===== src/rtl/cpu_pkg.sv =====
// Shared types and encodings for the multi-cycle CPU controller.
// Optional single-step support is enabled with CPU_SINGLE_STEP_EN.
package cpu_pkg;

  typedef enum logic [2:0] {
    ST_IDLE   = 3'd0,
    ST_FETCH  = 3'd1,
    ST_DECODE = 3'd2,
    ST_EXEC   = 3'd3,
    ST_HALT   = 3'd4
`ifdef CPU_SINGLE_STEP_EN
    , ST_STEP_WAIT = 3'd5
`endif
  } state_t;

  localparam logic [1:0] CLS_ALU_A = 2'b00;
  localparam logic [1:0] CLS_ALU_B = 2'b01;
  localparam logic [1:0] CLS_JMP   = 2'b10;
  localparam logic [1:0] CLS_MISC  = 2'b11;

  localparam logic [2:0] ALU_ADD = 3'b000;
  localparam logic [2:0] ALU_SUB = 3'b001;
  localparam logic [2:0] ALU_AND = 3'b010;
  localparam logic [2:0] ALU_OR  = 3'b011;
  localparam logic [2:0] ALU_XOR = 3'b100;
  localparam logic [2:0] ALU_NOT = 3'b101;
  localparam logic [2:0] ALU_SHL = 3'b110;
  localparam logic [2:0] ALU_SHR = 3'b111;

  localparam logic [2:0] JC_ALWAYS = 3'b000;
  localparam logic [2:0] JC_Z      = 3'b001;
  localparam logic [2:0] JC_NZ     = 3'b010;
  localparam logic [2:0] JC_GT     = 3'b011;
  localparam logic [2:0] JC_N      = 3'b100;
  localparam logic [2:0] JC_NN     = 3'b101;
  localparam logic [2:0] JC_LE     = 3'b110;
  localparam logic [2:0] JC_C      = 3'b111;

  localparam logic [2:0] SRC_B     = 3'b000;
  localparam logic [2:0] SRC_LIT   = 3'b001;
  localparam logic [2:0] MISC_NOP  = 3'b000;
  localparam logic [2:0] MISC_HALT = 3'b111;

endpackage


===== src/rtl/cpu_branch_cond.sv =====
// Jump condition evaluation against the latched {z,n,c,v} status.
module cpu_branch_cond
  import cpu_pkg::*;
(
  input  logic [3:0] i_status,
  input  logic [2:0] i_cond,
  output logic       o_taken
);

  logic w_z, w_n, w_c, w_unused_v;

  assign w_z        = i_status[3];
  assign w_n        = i_status[2];
  assign w_c        = i_status[1];
  assign w_unused_v = i_status[0];

  always_comb begin
    o_taken = 1'b0;
    case (i_cond)
      JC_ALWAYS: o_taken = 1'b1;
      JC_Z:      o_taken = w_z;
      JC_NZ:     o_taken = ~w_z;
      JC_GT:     o_taken = ~w_n & ~w_z;
      JC_N:      o_taken = w_n;
      JC_NN:     o_taken = ~w_n;
      JC_LE:     o_taken = w_n | w_z;
      JC_C:      o_taken = w_c;
      default:   o_taken = 1'b0;
    endcase
  end

endmodule


===== src/rtl/cpu_control_unit.sv =====
// Fetch/decode/execute controller driving the ALU datapath (3 cycles per instruction).
// Defining CPU_SINGLE_STEP_EN adds a step input and a STEP_WAIT state after EXEC.
module cpu_control_unit
  import cpu_pkg::*;
#(
  parameter int unsigned     PC_W     = 8,
  parameter logic [PC_W-1:0] RESET_PC = '0
) (
  input  logic            clk,
  input  logic            rst,
  input  logic            run,
`ifdef CPU_SINGLE_STEP_EN
  input  logic            step,
`endif
  output logic [PC_W-1:0] imem_addr,
  input  logic [15:0]     imem_data,
  output logic [2:0]      alu_s,
  output logic            sel_b,
  output logic            sel_a,
  output logic [7:0]      lit,
  output logic            la,
  output logic            lb,
  input  logic            z,
  input  logic            n,
  input  logic            c,
  input  logic            v,
  output logic [3:0]      status,
  output logic [PC_W-1:0] pc,
  output logic            halted
);

  state_t          r_state, w_next;
  logic [PC_W-1:0] r_pc, w_pc_next, w_pc_inc, w_target;
  logic [15:0]     r_ir;
  logic [3:0]      r_status;
  logic [1:0]      w_cls;
  logic [2:0]      w_sub;
  logic            w_status_we, w_taken, w_is_halt;

  assign w_cls     = r_ir[15:14];
  assign w_sub     = r_ir[10:8];
  assign w_pc_inc  = r_pc + PC_W'(1);
  assign w_target  = PC_W'(r_ir[7:0]);
  assign w_is_halt = (w_cls == CLS_MISC) && (w_sub == MISC_HALT);

  assign imem_addr = r_pc;
  assign pc        = r_pc;
  assign status    = r_status;
  assign halted    = (r_state == ST_HALT);

  cpu_branch_cond u_branch_cond (
    .i_status (r_status),
    .i_cond   (w_sub),
    .o_taken  (w_taken)
  );

  always_ff @(posedge clk or posedge rst) begin
    if (rst) r_state <= ST_IDLE;
    else     r_state <= w_next;
  end

  always_comb begin
    w_next = r_state;
    case (r_state)
      ST_IDLE:   w_next = run ? ST_FETCH : ST_IDLE;
      ST_FETCH:  w_next = ST_DECODE;
      ST_DECODE: w_next = ST_EXEC;
      ST_EXEC: begin
        if (w_is_halt) w_next = ST_HALT;
`ifdef CPU_SINGLE_STEP_EN
        else           w_next = ST_STEP_WAIT;
`else
        else           w_next = run ? ST_FETCH : ST_IDLE;
`endif
      end
      ST_HALT:   w_next = ST_HALT;
`ifdef CPU_SINGLE_STEP_EN
      ST_STEP_WAIT: w_next = step ? ST_FETCH : ST_STEP_WAIT;
`endif
      default:   w_next = ST_IDLE;
    endcase
  end

  // Datapath controls are only non-zero in EXEC; NOP encodings leave loads and status alone.
  always_comb begin
    la          = 1'b0;
    lb          = 1'b0;
    sel_a       = 1'b0;
    sel_b       = 1'b0;
    alu_s       = 3'd0;
    lit         = 8'd0;
    w_status_we = 1'b0;
    w_pc_next   = r_pc;
    if (r_state == ST_EXEC) begin
      alu_s = r_ir[13:11];
      lit   = r_ir[7:0];
      case (w_cls)
        CLS_ALU_A: begin
          w_pc_next = w_pc_inc;
          if (w_sub == SRC_B || w_sub == SRC_LIT) begin
            la          = 1'b1;
            sel_b       = (w_sub == SRC_LIT);
            w_status_we = 1'b1;
          end else begin
            la = 1'b0;
          end
        end
        CLS_ALU_B: begin
          w_pc_next = w_pc_inc;
          sel_a     = 1'b1;
          if (w_sub == SRC_B || w_sub == SRC_LIT) begin
            lb          = 1'b1;
            sel_b       = (w_sub == SRC_LIT);
            w_status_we = 1'b1;
          end else begin
            lb = 1'b0;
          end
        end
        CLS_JMP:  w_pc_next = w_taken ? w_target : w_pc_inc;
        CLS_MISC: w_pc_next = w_is_halt ? r_pc : w_pc_inc;
        default:  w_pc_next = r_pc;
      endcase
    end else begin
      w_pc_next = r_pc;
    end
  end

  always_ff @(posedge clk or posedge rst) begin
    if (rst) begin
      r_pc     <= RESET_PC;
      r_ir     <= 16'd0;
      r_status <= 4'd0;
    end else begin
      if (r_state == ST_DECODE) r_ir <= imem_data;
      if (r_state == ST_EXEC)   r_pc <= w_pc_next;
      if (w_status_we)          r_status <= {z, n, c, v};
    end
  end

endmodule

===== config.mk =====
export PLATFORM = sky130hd
export DESIGN_NAME = cpu_control_unit
export DESIGN_NICKNAME = d
export VERILOG_FILES = /design/src/rtl/cpu_pkg.sv /design/src/rtl/cpu_branch_cond.sv /design/src/rtl/cpu_control_unit.sv
export SDC_FILE = /design/constraint.sdc
export NUM_CORES = 1
export LEC_CHECK = 0
export ABC_AREA = 1
export ABC_CLOCK_PERIOD_IN_PS = 1600
export CAP_MARGIN = 20
export CORE_ASPECT_RATIO = 0.6
export CORE_MARGIN = 1.5
export CORE_UTILIZATION = 45
export DETAILED_ROUTE_END_ITERATION = 7
export HOLD_SLACK_MARGIN = 0.08
export PLACE_DENSITY = 0.8
export RECOVER_POWER = 100
export SKIP_LAST_GASP = 1
export SLEW_MARGIN = 20
export SYNTH_ARGS = -nofsm -noshare
export SYNTH_HDL_FRONTEND = slang
export SYNTH_HIERARCHICAL = 1
export SYNTH_SLANG_ARGS = --single-unit

===== constraint.sdc =====
create_clock -name clk -period 1.6 [get_ports clk]
set_input_delay 0.4 -clock clk [delete_from_list [all_inputs] [get_ports clk]]
set_output_delay 0.4 -clock clk [all_outputs]
set_load 0.05 [all_outputs]

==> flow_metrics.tcl <==
set metrics [dict create \
    synthCells 231 \
    power_density_mw_per_mm2 2510 \
    wl_per_cell_um 14.9 \
    drt.antenna.violating_nets 0 \
    skew_ns 0.00866 \
    maxCapViolations 0 \
    clk_path_buf_depth 2 \
    area_growth_pct 76.3 \
    overflow 0 \
    avgSynthCellArea_sq_um 7.32 \
    rows 17 \
    layout_commonest_cell "nand2_1" \
    peakVddDrop_mv 1.68 \
    fin_nets 326 \
    hpwlAfterDp_um 3310 \
    hold_path_end "r_ir[12]" \
    synth-main-ff-cell "dfrtp_1" \
    drtIter0Drc 160 \
    gp_congestion 0.868 \
    core_area_sq_mm 0.00364 \
    track_usage_pct 26.6 \
    rrSetupSlack_ns -0.03 \
    stdcell_area_sq_mm 0.00298 \
    start_kind "register" \
    status "complete, but fails checks" \
    relSlewSlack_pct 48.7 \
    arrival_ns 1.46 \
    die_h_um 50.5 \
    tightest_slew_ns 0.769 \
    h-tree-depth 2 \
    async_reset_ff_share_pct 100 \
    crit_required_ns 1.20 \
    die_w_um 82.2 \
    layout_worst_path_cycle_share_pct 117 \
    io_buffers 58 \
    worst_setup_path_end_kind "output port" \
    ys_seq_area_share_pct 45.9 \
    utilization_pct 82.0 \
    drive_gt1_share_pct 30.4 \
    cts_tree "done" \
    violations "negative setup slack" \
    holdBufCountCts 0 \
    nFillCells 206 \
    hp-class "register to register" \
    grt_pass1_vias 1705 \
    final_max_slew_viol_count 0 \
    cts-root-buf "clkbuf_8" \
    crit_fanout 3 \
    rr_endpoint "imem_addr[7]" \
    clk-insertion-delay-late_ns 0.29 \
    tns_ns -3.28 \
    cts_made_buffers 5 \
    route.vias.total 1785 \
    regToRegStartpoint "r_ir[9]" \
    max_freq_ghz 0.536 \
    min_from "r_ir[12]" \
    vias_per_cell 5.10 \
    r2r_cells 12 \
    rsz0062_at_grt "yes" \
    p_leak_nw 1.44 \
    dr.pass1.iters 4 \
    fin_ws_ns -0.264 \
    io_pins 59 \
    synth_area_sq_mm 0.00169 \
    finalSetupViolCount 17 \
    path_clk_slew_ns 0.07 \
    final_cell_mix "nand2_1 (48), buf_12 (37), inv_1 (33), nor2_1 (29), dfrtp_1 (28)" \
    start_util_pct 46.5 \
    dieArea_sq_mm 0.00415 \
    placed_cell_area_sq_mm 0.00277 \
    grt_first_pass_wirelength_um 7960 \
    pre_cts_slack_ns 0.0271 \
    dp_cells 335 \
    drc 0 \
    period_needed_ns 1.86 \
    crit_start "r_state[1]" \
    routed_wl_um 5210 \
    hold_depth 2 \
    synth-warning-count 6 \
    synth_seq_cells 31 \
    whs_ns 0.551 \
    clock_sinks 31 \
    synth_nets 255 \
    power_mw 7.47 \
    hold_viol 0 \
    grt_max_degree 32 \
    timing_worst_setup_path_type "register to output port" \
    synth.distinct_cells 22 \
    antenna_found_initial 0 \
    synth_edf_count 0 \
    diodes 0 \
    layout.cells.non_filler 350 \
]
[critical path, cell delays in order (launching register included)]
cell,delay [ns]
dfrtp_1,0.42
nand2_2,0.10
inv_2,0.09
nand2_4,0.08
nor3_4,0.14
and3_4,0.22
buf_12,0.13
[worst max path at each step]
stage               slack (ns)  endpoint  cells after the start
global placement          0.06        la                      5
global route             -0.33        lb                      6
CTS                      -0.20        lb                      6
floorplan                -0.26        lb                      4
finish                   -0.26        lb                      6
detailed placement        0.03        la                      5
[report_power, final]
part | switching (mW) | total [mW] | internal (mW) | leakage, nW
sequential | 0.479 | 1.64 | 1.16 | 0.356
combinational | 2.94 | 5.14 | 2.19 | 1.03
clock | 0.304 | 0.697 | 0.393 | 0.0515
total | 3.72 | 7.47 | 3.75 | 1.44
[layout make-up]
class	instances	area (sq um)	share of cell area (%)
multi-input combinational	149	803	26.9
tap	47	58.8	1.97
clock buffer	8	100	3.36
timing repair buffer	78	1100	36.9
inverter	37	139	4.66
sequential	31	779	26.1
[kinds of logic (layout without fill, tap and decap cells)]
logic type,Yosys count,after routing,share of synthesized area [%]
buffers and inverters,51,123,14.3
AND/OR/NAND/NOR,116,116,29.1
AO/OA/AOI/OAI,31,31,9.47
XOR/XNOR,1,1,0.518
flip-flops,31,31,45.9
adder cells (fa/ha/maj),1,1,0.740
[cell usage after synthesis, types with 3 or more instances]
| master | number | area (sq um) |
|---|---|---|
| nand2_1 | 50 | 188 |
| nor2_1 | 43 | 161 |
| inv_1 | 37 | 139 |
| dfrtp_1 | 31 | 776 |
| a21oi_1 | 17 | 85.1 |
| nand3_1 | 16 | 80.1 |
| o21ai_0 | 11 | 55.1 |
| buf_4 | 10 | 75.1 |
| buf_2 | 3 | 15.0 |
[flip-flops by register name (all words and copies together), names as in the netlist]
name,cells
r_state,3
imem_addr,8
status,4
r_ir,16
[what timing repair did]
item	CTS	global route
resized for setup	17	4
buffers inserted	3	4
endpoints found under the setup margin	16	22
pin swaps	3	1
[metal layers]
layer / up-vias / wire length (um) / global-route usage, %
met5: - / 0 / 0
met1: 804 / 2030 / 34.5
met4: 0 / 158 / 9.32
li1: 844 / - / -
met2: 117 / 2430 / 40.7
met3: 20 / 598 / 10.0
(Power assumes the default switching activity.)
==> RTL change (config.mk and constraints unchanged) <==
Change the parameter `PC_W` from 8 to 6.
--- a/src/rtl/cpu_control_unit.sv
+++ b/src/rtl/cpu_control_unit.sv
@@ -4,5 +4,5 @@
   import cpu_pkg::*;
 #(
-  parameter int unsigned     PC_W     = 8,
+  parameter int unsigned     PC_W     = 6,
   parameter logic [PC_W-1:0] RESET_PC = '0
 ) (
Interface: changed (resized imem_addr and pc); port bits go from 59 to 55. The function was not compared with the original's and may differ.
==> RTL change against the unedited design <==
- the run still ends with setup timing left
- first-iteration DRC count fell by 7.5%
- synthesized cell count shrank 12%
- design area is 11% lower
- sequential power is 12% lower
- setup slack improved by 0.088 ns
- sequential share of layout area is 1.3 points higher
- area after synthesis down 10%
- sequential cell count down 2
- total power down 12%
- wire length fell by 20%
- clock skew down 0.0016 ns
- critical path type unchanged
- critical endpoint is now lit[1]
- largest power group unchanged
==> RTL change: results (changes against the unedited design) <==
* Synth top cells by count: 47 x nand2_1, 34 x nor2_1, 29 x dfrtp_1, 29 x inv_1, 16 x nand3_1 (was 50 x nand2_1, 43 x nor2_1, 37 x inv_1, 31 x dfrtp_1, 17 x a21oi_1)
* Nets at 292 (was 326)
* Max stage delay on crit path at 0.37 ns (was 0.42 ns)
* Initial DRC count at 148 (was 160)
* Vias at 1569 (was 1785)
* Syn Nets at 227 (was 255)
* RR Endpoint: imem_addr[3] (was imem_addr[7])
* Count of final setup violators at 18 (was 17)
* Seq/Total Area, Yosys at 0.478 (was 0.459)
* Tot GR Track Use at 0.234 (was 0.266)
* Synth top area cells: dfrtp_1 48%, nand2_1 12%, nor2_1 8.4% (was dfrtp_1 46%, nand2_1 11%, nor2_1 9.5%)
* Status: finished with violations (unchanged)
* Synth warnings at 6 (unchanged)
* Hold Path Origin: status[0] (was r_ir[12])
* Mean Syn Cell Area at 7.48 µm² (was 7.32 µm²)
* Vias in the first global route at 1329 (was 1705)
* H-tree depth at 2 (unchanged)
* Number of setup buffers added after CTS at 3 (unchanged)
* Max FFs per register at 16 (unchanged)
* Synth cell types at 22 (unchanged)
* Routability congestion estimate at 0.837 (was 0.868)
* Post-DP HPWL at 2940 µm (was 3310 µm)
* Setup WS post-layout at -0.177 ns (was -0.264 ns)
* Register bank with the most flops: r_ir (unchanged)
* Setup WS pre-CTS at 0.0161 ns (was 0.0271 ns)
* Data arrival, critical path at 1.38 ns (was 1.46 ns)
* Worst hold path type: register to register (unchanged)
* Routed WL per cell at 13.3 µm (was 14.9 µm)
* CP endpoint: lit[1] (was lb)
* CP max stage cell: dfrtp_1 (unchanged)
* Post-DR vias/cell at 5.00 (was 5.10)
* CTS Buffer Depth at 2 (unchanged)
* Clock skew at 0.00703 ns (was 0.00866 ns)
* CP Max Fanout at 7 (was 3)
* Failing checks: setup timing (unchanged)
* DP Area at 2530 µm² (was 2770 µm²)
* Top delay family on crit path: buffers and inverters (was simple AND/OR/NAND/NOR gates)
* Hold slack at 0.484 ns (was 0.551 ns)
* VDD IR max at 1420 µV (was 1680 µV)
* Worst Hold End: status[0] (was r_ir[12])
* PortBufs at 54 (was 58)
* Setup TNS at -2.55 ns (was -3.28 ns)
* Predominant post-synthesis flop cell: dfrtp_1 (unchanged)
* Fraction of layout cells with a size suffix above 1 at 0.290 (was 0.304)
* Fillers at 203 (was 206)
* Worst skew pair latency at 0.29 ns (about the same)
* Clock Tree Root: clkbuf_8 (unchanged)
* Largest net degree at the start of global routing at 34 (was 32)
* # resized after CTS at 15 (was 17)
* Fraction of registers with async set/reset at 1.00 (unchanged)
* Crit. Startpoint: r_state[0] (was r_state[1])
* Static Leak at 1.27 nW (was 1.44 nW)
* Reg2Reg Launch Point: r_ir[9] (unchanged)
* First-pass GRT wire length at 6270 µm (was 7960 µm)
* Total CTS buffers at 5 (unchanged)
* Placed insts at 302 (was 335)
* Post-route DRC at 0 (unchanged)
* Slew Limit Headroom at 0.529 (was 0.487)
==> RTL change: changes by cell type after synthesis, sizes merged, moves of 2 or more <==
cell | before | now
a21oi | 17 | 14
buf | 13 | 10
dfrtp | 31 | 29
inv | 37 | 30
nand2 | 50 | 47
nand4 | 2 | 0
nor2 | 44 | 37
==> RTL change: metal layers <==
| metal | share of wire | vias up | global-route usage |
|---|---|---|---|
| li1 | - | 752 | - |
| met1 | 0.42 | 725 | 0.308 |
| met2 | 0.45 | 84 | 0.353 |
| met3 | 0.11 | 8 | 0.0857 |
| met4 | 0.018 | 0 | 0.107 |
| met5 | 0 | - | 0 |
==> RTL change: layout make-up <==
class | count | area (µm²) | area share
tap | 45 | 56.3 | 0.0213
multi-input combinational | 134 | 738 | 0.279
sequential | 29 | 726 | 0.274
timing repair buffer | 68 | 932 | 0.352
inverter | 30 | 113 | 0.0426
clock buffer | 8 | 80.1 | 0.0303
==> RTL change: where the power goes <==
| part | leakage [nW] | switching (mW) | internal (mW) |
|---|---|---|---|
| registers | 0.342 | 0.363 | 1.08 |
| clock network | 0.0395 | 0.273 | 0.308 |
| logic | 0.888 | 2.65 | 1.89 |
| total | 1.27 | 3.29 | 3.28 |
==> RTL change: cell families after synthesis <==
logic type | synth area share
buf+inv | 0.117
fa+ha+maj | 0.00824
flops | 0.478
compound gates | 0.0931
simple gates | 0.304
==> RTL change: worst register-to-register path: stages (launching register included) <==
cell	delay (ns)
dfrtp_1	0.36
buf_4	0.16
inv_1	0.06
nand2_1	0.05
nand3_1	0.07
nand2_1	0.07
nand2_1	0.05
nand2_1	0.09
nand3_2	0.21
inv_1	0.17
nand2_1	0.09
nand3_1	0.10
nand2_1	0.05
